===== src/rtl/lbp_seq_ctrl.sv =====
// lbp_seq_ctrl: sequencer for the LBP datapath.
//   Loads a raster-order pixel stream into a single-port image SRAM, then walks
//   every pixel: interior pixels get 9 neighbourhood reads (centre first), border
//   pixels are emitted as zero without touching the SRAM.
// Ports:
//   clk, rst_n   : clock, asynchronous active-low reset
//   in_valid     : pixel strobe during load (ignored once processing starts)
//   mem_cen_n    : SRAM chip enable (active low)
//   mem_wen_n    : SRAM write enable (active low, 1 = read)
//   mem_addr     : SRAM address, row*IMG_W+col
//   nb_vld/nb_idx: SRAM read data valid and the 3x3 slot it belongs to
//   out_strobe   : datapath result valid for the current pixel
//   out_zero     : qualifies out_strobe, result forced to zero (border pixel)
//   busy, done   : frame in progress / one-cycle end-of-frame pulse
module lbp_seq_ctrl #(
  parameter int unsigned IMG_W = 16,
  parameter int unsigned IMG_H = 16,
  parameter int unsigned AW    = 8
) (
  input  logic          clk,
  input  logic          rst_n,
  input  logic          in_valid,
  output logic          mem_cen_n,
  output logic          mem_wen_n,
  output logic [AW-1:0] mem_addr,
  output logic          nb_vld,
  output logic [3:0]    nb_idx,
  output logic          out_strobe,
  output logic          out_zero,
  output logic          busy,
  output logic          done
);

  localparam int unsigned RW   = $clog2(IMG_H);
  localparam int unsigned CW   = $clog2(IMG_W);
  localparam int unsigned NPIX = IMG_W * IMG_H;

  typedef enum logic [2:0] {IDLE, LOAD, SCAN, READ, WAIT, EMIT, FIN} state_t;

  state_t        state;
  logic [AW:0]   load_cnt;
  logic [RW-1:0] row;
  logic [CW-1:0] col;
  logic [3:0]    k;

  logic          is_border_c;
  logic          is_last_c;
  logic [3:0]    slot_c;
  logic [RW-1:0] nb_row_c;
  logic [CW-1:0] nb_col_c;
  logic [AW-1:0] rd_addr_c;

  // Position classification of the current pixel
  assign is_border_c = (row == '0) || (row == RW'(IMG_H - 1)) ||
                       (col == '0) || (col == CW'(IMG_W - 1));
  assign is_last_c   = (row == RW'(IMG_H - 1)) && (col == CW'(IMG_W - 1));

  // Address of the read issued on the next edge: slot 0 from SCAN, slot k+1 from READ
  always_comb begin
    slot_c   = (state == READ) ? k + 4'd1 : 4'd0;
    nb_row_c = row;
    nb_col_c = col;
    case (slot_c)
      4'd1, 4'd2, 4'd3: nb_row_c = row - RW'(1);
      4'd6, 4'd7, 4'd8: nb_row_c = row + RW'(1);
      default:          nb_row_c = row;
    endcase
    case (slot_c)
      4'd1, 4'd4, 4'd6: nb_col_c = col - CW'(1);
      4'd3, 4'd5, 4'd8: nb_col_c = col + CW'(1);
      default:          nb_col_c = col;
    endcase
    rd_addr_c = AW'(nb_row_c) * AW'(IMG_W) + AW'(nb_col_c);
  end

  // Sequencer: state, counters and all registered outputs
  always_ff @(posedge clk or negedge rst_n) begin
    if (!rst_n) begin
      state      <= IDLE;
      load_cnt   <= '0;
      row        <= '0;
      col        <= '0;
      k          <= '0;
      mem_cen_n  <= 1'b1;
      mem_wen_n  <= 1'b1;
      mem_addr   <= '0;
      nb_vld     <= 1'b0;
      nb_idx     <= '0;
      out_strobe <= 1'b0;
      out_zero   <= 1'b0;
      busy       <= 1'b0;
      done       <= 1'b0;
    end else begin
      // Single-cycle strobes and the SRAM enable default to inactive
      mem_cen_n  <= 1'b1;
      mem_wen_n  <= 1'b1;
      nb_vld     <= 1'b0;
      out_strobe <= 1'b0;
      done       <= 1'b0;

      case (state)
        IDLE: begin
          if (in_valid) begin
            mem_cen_n <= 1'b0;
            mem_wen_n <= 1'b0;
            mem_addr  <= AW'(load_cnt);
            load_cnt  <= load_cnt + (AW + 1)'(1);
            busy      <= 1'b1;
            state     <= LOAD;
          end
        end

        LOAD: begin
          // load_cnt reaches NPIX in the cycle the final write is on the bus
          if (load_cnt == (AW + 1)'(NPIX)) begin
            row   <= '0;
            col   <= '0;
            state <= SCAN;
          end else if (in_valid) begin
            mem_cen_n <= 1'b0;
            mem_wen_n <= 1'b0;
            mem_addr  <= AW'(load_cnt);
            load_cnt  <= load_cnt + (AW + 1)'(1);
          end
        end

        SCAN: begin
          if (is_border_c) begin
            out_strobe <= 1'b1;
            out_zero   <= 1'b1;
            state      <= EMIT;
          end else begin
            mem_cen_n <= 1'b0;
            mem_addr  <= rd_addr_c;
            k         <= '0;
            state     <= READ;
          end
        end

        READ: begin
          // Data for read k returns one cycle later
          nb_vld <= 1'b1;
          nb_idx <= k;
          if (k == 4'd8) begin
            state <= WAIT;
          end else begin
            mem_cen_n <= 1'b0;
            mem_addr  <= rd_addr_c;
            k         <= k + 4'd1;
          end
        end

        WAIT: begin
          out_strobe <= 1'b1;
          out_zero   <= 1'b0;
          state      <= EMIT;
        end

        EMIT: begin
          out_zero <= 1'b0;
          if (is_last_c) begin
            row   <= '0;
            col   <= '0;
            done  <= 1'b1;
            state <= FIN;
          end else begin
            if (col == CW'(IMG_W - 1)) begin
              col <= '0;
              row <= row + RW'(1);
            end else begin
              col <= col + CW'(1);
            end
            state <= SCAN;
          end
        end

        FIN: begin
          busy     <= 1'b0;
          load_cnt <= '0;
          state    <= IDLE;
        end

        default: state <= IDLE;
      endcase
    end
  end

endmodule


===== config.mk =====
export PLATFORM = sky130hd
export DESIGN_NAME = lbp_seq_ctrl
export DESIGN_NICKNAME = d
export VERILOG_FILES = /design/src/rtl/lbp_seq_ctrl.sv
export SDC_FILE = /design/constraint.sdc
export NUM_CORES = 1
export LEC_CHECK = 0
export BUFFER_PORTS_ARGS = -buffer_cell sky130_fd_sc_hd__buf_2
export CORE_AREA = 3 3 72 74
export CTS_CLUSTER_SIZE = 40
export DETAILED_ROUTE_END_ITERATION = 10
export DIE_AREA = 0 0 75 77
export PLACE_DENSITY = 0.78
export SKIP_CTS_REPAIR_TIMING = 1
export SLEW_MARGIN = 20
export SYNTH_ARGS = -nofsm -noshare
export SYNTH_HDL_FRONTEND = slang
export SYNTH_SLANG_ARGS = --single-unit

===== constraint.sdc =====
create_clock -name clk -period 2.9 [get_ports clk]
set_clock_uncertainty 0.05 [all_clocks]
set_input_delay 0.29 -clock clk [delete_from_list [all_inputs] [get_ports clk]]
set_output_delay 0.29 -clock clk [all_outputs]
set_load 0.01 [all_outputs]

Word level (Yosys, flattened, before mapping). Index checks and enable logic that the tools add are counted.

Add/sub/neg operators: 7. Multiply operators: 0. Divide/modulo/power cells: 0. Magnitude comparators: 0. Eq/ne operators: 26. Shift-type cells: 0. Muxes and demuxes: 41. Bitwise gates (word level): 0. Reductions and logical operators: 26.

Operators with widths (count): $pmux 4 s2 (5); $mux 4 (8); $mux 8 (4); $pmux 8 s4 (1); $pmux 9 s3 (1); $mux 9 (2); $pmux 3 s6 (1); $eq 4x3->1 const B (4); $eq 4x4->1 const B (4); $mux 3 (5); $add 4x1->4 const B (3); $ne 2x2->1 const B (6); $reduce_or 3->1 (4); $add 9x1->9 const B (1); $eq 3x3->1 const B (3); $eq 9x9->1 const B (1); $mux 1 (9); $reduce_and 3->1 (3); $add 8x4->8 (1); $eq 4x2->1 const B (2); $logic_not 4->1 (2); $pmux 1 s2 (4); $reduce_and 2->1 (4); $reduce_bool 2->1 (4); other kinds (14) (18).

Register bits: 43. Latch bits: 0. RAM bits: 0. Memory bits (read-only): 0. Input bits: 3. Logic and storage cells: 114. Memories kept: 0.

Logic depth before layout (Yosys ltp). Gate-level depths: netlist of the first run.

Depth after elaboration: 8. Gate-level depth with buffers: 10. Depth with buffers taken out: 9.

Least setup slack after synthesis of the first run. Ideal clock, no wire load.

Kind: register to register. From: reg k[1]. To: reg mem_addr[1]. Setup time: 0.077 ns. Data arrival time: 2.501 ns. Required time: 2.773 ns. Path slack: 0.272 ns. Stages on the path, launching flop included: 11. Path buffers: 2. Clock period less this slack: 2.628 ns. Cells stage by stage: dfrtp_1 -> clkbuf_1 -> inv_1 -> ha_1 -> buf_2 -> nand2b_1 -> a2111oi_2 -> o31ai_1 -> and2_0 -> a221o_1 -> a21oi_1.

Cells in the longest elaborated chain, start to end: 8. Elaborated cells on any way between the ends: 18.

Ends and longest elaborated chain: start: declaration (line 44) `logic [3:0] k;`; start signal: assignment (line 149) `k <= k + 4'd1;`; $add 4x1->4 (line 60) `slot_c = (state == READ) ? k + 4'd1 : 4'd0;`; $mux 4 (line 60); $eq 4x2->1 (tied with other cells) (line 68) `case (slot_c)`; $reduce_or 3->1 (line 68); $pmux 4 s2 (line 68); $add 8x4->8 (line 73) `rd_addr_c = AW'(nb_row_c) * AW'(IMG_W) + AW'(nb_col_c);`; $mux 8 (on tied branches) (line 144, 128); $pmux 8 s4 (line 101) `case (state)`; end signal: assignment (line 106) `mem_addr <= AW'(load_cnt);`; end signal: assignment (line 122) `mem_addr <= AW'(load_cnt);`; end signal: assignment (line 148) `mem_addr <= rd_addr_c;`; end: declaration (line 25) `output logic [AW-1:0] mem_addr,`.

Parallel ways exist; a longest one is shown, timed or not. The select of a mux whose other input is x is not followed. A chain may end at the register's enable or synchronous reset.

Worst setup path after layout of the first run.
From: reg k[1]. To: reg mem_addr[6].

Cells in the longest elaborated chain, start to end: 8. Elaborated cells on any way between the ends: 23.

Ends and longest elaborated chain (line): $add 4x1->4 (60); $mux 4 (60); $eq 4x4->1 (tied with other cells) (63, 68); $reduce_or 3->1 (on tied branches) (63, 68); $pmux 4 s2 (on tied branches) (63, 68); $add 8x4->8 (73); $mux 8 (on tied branches) (144, 128); $pmux 8 s4 (101).

Parallel ways exist; a longest one is shown, timed or not. The select of a mux whose other input is x is not followed.

==> metrics.yaml, run 1 <==
fp.dieH_um: 77
status: "finished clean"
cts_root_buffer: "clkbuf_8"
antenna_cells: 0
avgSynthCellArea_sq_um: 8.54
yosysWarningCount: 0
grt_max_degree: 44
fin_cells: 393
cap_violations: 0
endpoint_kind: "register"
synth_fp_nets: 333
dp_hpwl_mm: 4.67
synth_area_sq_um: 2750
synth_cell_types: 64
clk_pin_slew_ns: 0.08
max_freq_ghz: 0.371
vias: 2483
dp_cells: 385
r2r_start: "k[1]"
crit_start: "k[1]"
hold_viol: 0
p_leak_nw: 1.30
rsz0062_at_grt: "false"
cp_max_fo: 10
layout_setup_ws_ns: 0.207
io-pin-count: 22
nNetsFinal: 349
fp.dieW_um: 75
min_period_ns: 2.69
grt_util_all_layers: 0.240
ys_seq_area_frac: 0.392
cts_tree: "yes"
h-tree-depth: 2
cellPowerDensity_nw_per_um2: 445
worstPathRequired_ns: 3.02
drc: 0
vdd_ir_drop_max_mv: 0.235
hold_class: "input port to async pin"
drt_wl_total_mm: 6.49
setup_tns_ns: 0
pre_cts_ws_ns: 0.211
drt_iter0_drc: 280
wl_per_cell_um: 16.5
viasPerCell: 6.32
core_area_sq_um: 4660
critical_path_arrival_ns: 2.81
start_kind: "register"
std_cell_rows: 25
clkSinkCount: 43
r2r_slack_ns: 0.21
drive_gt1_frac: 0.147
syn_inst: 322
place_congestion: 0.888
synth_edf_count: 0
grt_pass1_vias: 2213
start_util: 0.590
post-route-period-util: 0.928
grt_overflow: 0
ys.flop_type: "dfrtp_1"
insertion_delay_ns: 0.30
power_mw: 1.34
hold_ws_ns: 0.0710
setup_violations: 0
worstSetupPathType: "register to register"
worst_pin_slew_ns: 0.935
cts_made_buffers: 5
grt_pass1_wl_mm: 10.9
ys_ff_latch: 43
drt_first_pass_iters: 4
antenna_found_initial: 0
async_flop_share: 1.00
syn_to_final_growth_pct: 9.37
slew_violations: 0
clockBufferDepth: 2
ant_nets: 0
slew_headroom: 0.376
port_buffers: 21
dieArea_sq_um: 5780
[placed cells by master, fill, tap and decap left out, types with 3 or more instances in the layout]
cell,instances
nor4_1,4
dfrtp_1,41
a211oi_1,4
and3_1,7
o31ai_1,6
nor3b_1,3
a21o_1,4
buf_4,7
nand4_1,6
nand3_1,17
a31oi_1,6
o21ai_0,23
ha_1,7
or3_1,3
nor3_1,12
nand2_1,35
clkbuf_8,7
nand2b_1,5
a21oi_1,16
inv_1,18
nor2_1,23
xor2_1,6
buf_2,21
o21ai_1,3
nor2b_1,5
[metal layers]
metal  share of wire  GRT usage
met1            0.47      0.361
met3           0.053     0.0446
met5               0          0
met4           0.028     0.0783
met2            0.45      0.341
[worst max-delay path: stages, from the launching register on]
cell and delay (ns):
dfrtp_1 0.51, inv_1 0.11, ha_2 0.45, nand2b_1 0.25
nor3_1 0.08, a311oi_1 0.52, nor3_1 0.13, a211oi_1 0.36
a21oi_1 0.11
[path summary, 6_finish.rpt]
| kind | cells past startpoint | endpoint |
|---|---|---|
| setup reg to reg | 8 | mem_addr[6] |
| max in group asynchronous | 1 | k[1] |
| setup / recovery | 8 | mem_addr[6] |
| hold / removal | 1 | nb_idx[1] |
| min in group clk | 3 | busy |
| hold reg to reg | 2 | nb_idx[2] |
[metrics by stage]
step / util / instance area, sq um
after global routing: 0.646 / 3010
after CTS: 0.641 / 2990
after detailed placement: 0.619 / 2890
final: 0.646 / 3010
after floorplan: - / 2750
after global placement: 0.619 / 2890
[registers in the layout, summed over array words and instances, names as in the netlist, 3 cells and up]
signal,count
row,4
mem_addr,8
state,3
col,4
nb_idx,4
k,4
load_cnt,9
[synthesized netlist by cell type, types with 7 or more instances]
library cell  number  share of area
a21oi_1           16          0.029
nor3_1            12          0.022
o21ai_0           23          0.042
ha_1               8          0.036
nand2_1           35          0.048
dfrtp_1           41           0.37
and3_1             7          0.016
nand3_1           17          0.031
inv_1             18          0.025
clkbuf_1          12          0.016
nor2_1            23          0.031
[cell families after synthesis]
kind of cell    Yosys count  synth area share
simple gates            129             0.239
compound gates           92             0.223
flops                    43             0.392
buf+inv                  39            0.0623
fa+ha+maj                 8            0.0364
xor+xnor                  7            0.0273
mux                       4            0.0200
[power breakdown]
part           total, mW  internal (mW)  switching (mW)
registers          0.730          0.661          0.0692
clock network      0.430          0.217           0.213
logic              0.180         0.0837          0.0966
[cell type report]
| cell class | instances | area, sq um |
|---|---|---|
| Clock buffer | 7 | 96.3 |
| Clock inverter | 1 | 7.51 |
| Fill cell | 389 | 1650 |
| Inverter | 20 | 80.1 |
| Multi-Input combinational cell | 240 | 1520 |
| Sequential cell | 43 | 1080 |
| Tap cell | 54 | 67.6 |
| Timing Repair Buffer | 28 | 158 |
No activity file was read; power rests on OpenSTA's default activity.
==> run 2, diff against run 1 <==
GPL_TIMING_DRIVEN = 0   (was not set)
==> run 2 against run 1 <==
Compared with the run above:
- via count increased by 1.2%
- sequential share of layout area down 0.96 points
- maximum frequency decreased by 0.20%
- non-clock buffer count grew 13
- first-iteration DRC count shrank 20%
- setup slack worse by 0.0055 ns
- critical path type unchanged
- highest routed layer unchanged
==> metrics.yaml, run 2 (synthesized netlist as in run 1, its figures left out) <==
grt_pass1_vias: 2201  # -0.54%
largest_reg_flops: 9  # unchanged
final_cell_mix: "40 x dfrtp_1, 35 x nand2_1, 25 x buf_2"
cts_root_buffer: "clkbuf_8"
grt_overflow: 0  # unchanged
place_congestion: 0.914  # +2.9%
syn_to_final_growth_pct: 12.5
core_area_sq_um: 4660  # unchanged
dieArea_sq_um: 5780  # unchanged
grt_util_all_layers: 0.233  # -0.00724
wl_per_cell_um: 15.6  # -5.3%
slew_headroom: 0.386  # +0.00964
insertion_delay_ns: 0.29  # about the same
antenna_cells: 0  # unchanged
design_area_sq_um: 3100  # +2.9%
clk_pin_slew_ns: 0.08  # about the same
vias: 2514  # +1.2%
antenna_found_initial: 0  # unchanged
port_buffers: 21  # unchanged
viasPerCell: 6.19  # -2.0%
clkSinkCount: 43  # unchanged
critical_path_arrival_ns: 2.89  # +0.08 ns
cts_tree: "yes"
slew_violations: 0  # unchanged
worstPathRequired_ns: 3.09  # +0.07 ns
endpoint_kind: "register"
post-route-period-util: 0.930  # +0.00188
cp_max_fo: 10  # unchanged
reg_top3: "load_cnt: 9 flops, mem_addr: 8 flops"
cap_violations: 0  # unchanged
setup_tns_ns: 0  # unchanged
io-pin-count: 22  # unchanged
drt_first_pass_iters: 4  # unchanged
drt_wl_total_mm: 6.35  # -2.2%
hold_class: "input port to async pin"
worstSetupPathType: "register to register"
vdd_ir_drop_max_mv: 0.220  # -6.4%
max_freq_ghz: 0.371  # -0.20%
min_period_ns: 2.70  # +0.00545 ns
worst_pin_slew_ns: 0.921  # -0.0145 ns
fp.dieH_um: 77  # unchanged
clockBufferDepth: 2  # unchanged
fp.dieW_um: 75  # unchanged
grt_pass1_wl_mm: 10.6  # -2.8%
final_common_cell: "dfrtp_1"
start_util: 0.590  # unchanged
setup_violations: 0  # unchanged
layout_setup_ws_ns: 0.202  # -0.00545 ns
postPlaceCellArea_sq_um: 2920  # +1.3%
fillCellCount: 380  # -2.3%
max_flop_register: "load_cnt"
status: "finished clean"
pre_cts_ws_ns: -0.0694  # -0.280 ns
rsz0062_at_grt: "false"
fin_cells: 406  # +3.3%
p_leak_nw: 1.33  # +2.6%
std_cell_rows: 25  # unchanged
drc: 0  # unchanged
grt_max_degree: 44  # unchanged
ant_nets: 0  # unchanged
nNetsFinal: 362  # +3.7%
cellPowerDensity_nw_per_um2: 445  # about the same
start_kind: "register"
h-tree-depth: 2  # unchanged
drive_gt1_frac: 0.159  # +0.0116
dp_hpwl_mm: 4.65  # -0.30%
hold_viol: 0  # unchanged
cts_made_buffers: 5  # unchanged
dp_cells: 397  # +3.1%
drt_iter0_drc: 225  # -20%
run 2: area by class of cell:
type / count / area [sq um] / share of cell area
inverter: 20 / 80.1 / 0.0259
tap: 54 / 67.6 / 0.0218
timing repair buffer: 22 / 113 / 0.0364
clock buffer: 5 / 68.8 / 0.0222
clock inverter: 3 / 43.8 / 0.0141
sequential: 43 / 1080 / 0.349
buffer: 19 / 95.1 / 0.0307
multi-input combinational: 240 / 1550 / 0.500
run 2: stage by stage:
step / total power, mW / hold slack [ns] / utilization
floorplan: 0.846 / -0.0556 / -
global placement: 0.914 / 0.405 / 0.627
detailed placement: 0.924 / 0.415 / 0.627
CTS: 1.39 / 0.120 / 0.652
global route: 1.46 / 0.146 / 0.664
finish: 1.38 / 0.0709 / 0.664
run 2: power breakdown:
part           switching, mW  internal (mW)  leakage (nW)
registers             0.0683          0.661         0.555
logic                 0.0970         0.0841         0.718
clock network          0.211          0.257        0.0581
total                  0.377           1.00          1.33
run 2: routing by layer:
layer	vias up	GRT usage	wire [um]
li1	1224	-	-
met1	1195	0.346	2970
met2	84	0.352	2870
met3	11	0.0315	401
met4	0	0.0605	104
met5	-	0	0
run 2: path summary, 6_finish.rpt:
kind                            from          end  slack [ns]  depth (start not counted)
setup / recovery                k[1]  mem_addr[0]        0.20                         10
hold / removal                 rst_n    nb_idx[2]        0.07                          1
setup reg to reg                k[1]  mem_addr[0]        0.20                         10
hold reg to reg            nb_idx[3]    nb_idx[3]        0.42                          2
max in group asynchronous      rst_n         k[1]        2.08                          1
min in group clk            in_valid         busy        0.31                          3
run 2: worst max-delay path, cell delays in order, from the launching register on:
cell      delay, ns
dfrtp_2        0.36
clkbuf_4       0.18
inv_1          0.06
ha_1           0.26
buf_2          0.20
nor2b_1        0.06
mux4_2         0.53
a21oi_4        0.25
a211oi_1       0.11
o311ai_1       0.39
o21a_1         0.18
==> run 3, diff against run 2 <==
PLACE_DENSITY = 0.87   (was 0.78)
==> run 3 against run 2 <==
Compared with the run above:
- cell count decreased by 0.25%
- via count increased by 5.4%
- combinational power about the same
- largest cell class unchanged
==> metrics.yaml, run 3 (synthesized netlist as in run 1, its figures left out) <==
r2r_slack_ns: 0.10  # -0.10 ns
cts_root_buffer: "clkbuf_8"
grt_pass1_wl_mm: 10.9  # +3.1%
cp_top_family: "compound AO/OA/AOI/OAI gates"
cp_slowest_stage_delay_ns: 0.54  # about the same
cts_made_buffers: 5  # unchanged
drt_first_pass_iters: 5  # +1
cts_tree: "yes"
ant_nets: 0  # unchanged
largest_reg_flops: 9  # unchanged
io-pin-count: 22  # unchanged
clk_pin_slew_ns: 0.08  # about the same
fillCellCount: 366  # -3.7%
grt_max_degree: 44  # unchanged
fp.dieH_um: 77  # unchanged
p_leak_nw: 1.32  # -1.0%
h-tree-depth: 2  # unchanged
slew_violations: 0  # unchanged
reg2reg_depth: 10  # unchanged
hold_ws_ns: 0.0775  # +0.00665 ns
crit_chain: "clkbuf_2 > inv_1 > ha_1 > buf_2 > nor2b_1 > mux4_2 > a21oi_4 > a211oi_1 > o311ai_1 > o21a_1"
post-route-period-util: 0.964  # +0.0341
critical_path_arrival_ns: 2.99  # +0.10 ns
min_period_ns: 2.80  # +0.0989 ns
drt_iter0_drc: 304  # +35%
worstPathRequired_ns: 3.09  # about the same
core_area_sq_um: 4660  # unchanged
reg_top3: "load_cnt: 9 flops, mem_addr: 8 flops"
drc: 0  # unchanged
cp_num_buf_inv: 3  # unchanged
r2r_start: "k[1]"
hold_class: "input port to async pin"
insertion_delay_ns: 0.30  # about the same
place_congestion: 0.939  # +2.8%
grt_overflow: 0  # unchanged
port_buffers: 21  # unchanged
drive_gt1_frac: 0.157  # -0.00240
nNetsFinal: 361  # -0.28%
cp_max_fo: 10  # unchanged
final_common_cell: "dfrtp_1"
max_freq_ghz: 0.358  # -3.5%
start_kind: "register"
grt_util_all_layers: 0.240  # +0.00790
drt_wl_total_mm: 6.71  # +5.7%
start_util: 0.590  # unchanged
wl_per_cell_um: 16.6  # +5.9%
final_cell_mix: "40 x dfrtp_1, 35 x nand2_1, 25 x buf_2"
crit_slowest_cell: "mux4_2"
grt_pass1_vias: 2346  # +6.6%
power_mw: 1.34  # -2.9%
syn_to_final_growth_pct: 12.1
endpoint_kind: "register"
worstSetupPathType: "register to register"
worst_pin_slew_ns: 0.928  # +0.00740 ns
vias: 2649  # +5.4%
viasPerCell: 6.54  # +5.6%
cap_violations: 0  # unchanged
rr_endpoint: "mem_addr[0]"
dieArea_sq_um: 5780  # unchanged
slew_headroom: 0.381  # -0.00493
clkSinkCount: 43  # unchanged
fp.dieW_um: 75  # unchanged
max_flop_register: "load_cnt"
status: "finished clean"
cellPowerDensity_nw_per_um2: 434  # -2.5%
clockBufferDepth: 2  # unchanged
rsz0062_at_grt: "true"
std_cell_rows: 25  # unchanged
setup_violations: 0  # unchanged
vdd_ir_drop_max_mv: 0.199  # -9.3%
hold_viol: 0  # unchanged
antenna_found_initial: 0  # unchanged
dp_hpwl_mm: 4.80  # +3.1%
antenna_cells: 0  # unchanged
[run 3: layout make-up]
type                       count  area (sq um)  area share
multi-input combinational    240          1550       0.504
sequential                    43          1080       0.350
timing repair buffer          21           105      0.0341
clock buffer                   7          96.3      0.0312
buffer                        19          92.6      0.0300
inverter                      20          80.1      0.0260
tap                           54          67.6      0.0219
clock inverter                 1          7.51     0.00244
[run 3: worst max path at each step]
stage / end / start / slack [ns] / cells after the start
2_1_floorplan: mem_addr[1] / k[1] / 0.27 / 10
5_1_grt: mem_addr[6] / k[1] / -0.02 / 10
6_report: mem_addr[0] / k[1] / 0.10 / 10
4_1_cts: mem_addr[1] / k[1] / -0.13 / 10
3_5_place_dp: mem_addr[1] / k[1] / -0.11 / 10
3_3_place_gp: mem_addr[1] / k[1] / -0.06 / 10
[run 3: worst reg2reg max path: stages, from the launching register on]
cell	delay (ns)
dfrtp_2	0.44
clkbuf_2	0.22
inv_1	0.08
ha_1	0.27
buf_2	0.21
nor2b_1	0.07
mux4_2	0.54
a21oi_4	0.26
a211oi_1	0.12
o311ai_1	0.31
o21a_1	0.17
[run 3: metrics by stage]
step | cells | setup WS [ns] | utilization | TNS, ns | instance area (sq um)
floorplan | 322 | 0.272 | - | 0 | 2750
global placement | 397 | -0.0626 | 0.627 | -0.0885 | 2920
detailed placement | 397 | -0.114 | 0.627 | -0.190 | 2920
CTS | 405 | -0.131 | 0.650 | -0.246 | 3030
global route | 405 | -0.0189 | 0.661 | -0.0402 | 3080
finish | 405 | 0.103 | 0.661 | 0 | 3080
[run 3: power by group]
part | leakage (nW) | internal, mW | total, mW | switching [mW]
Clock | 0.0505 | 0.217 | 0.425 | 0.209
Combinational | 0.712 | 0.0841 | 0.183 | 0.0989
Sequential | 0.555 | 0.661 | 0.730 | 0.0694
[run 3: metal layers]
metal  track usage  up-vias  wire (um)
li1              -     1225          -
met2         0.360      155       3090
met3        0.0472       23        554
met4        0.0996        0        199
met5             0        -          0
met1         0.334     1246       2870
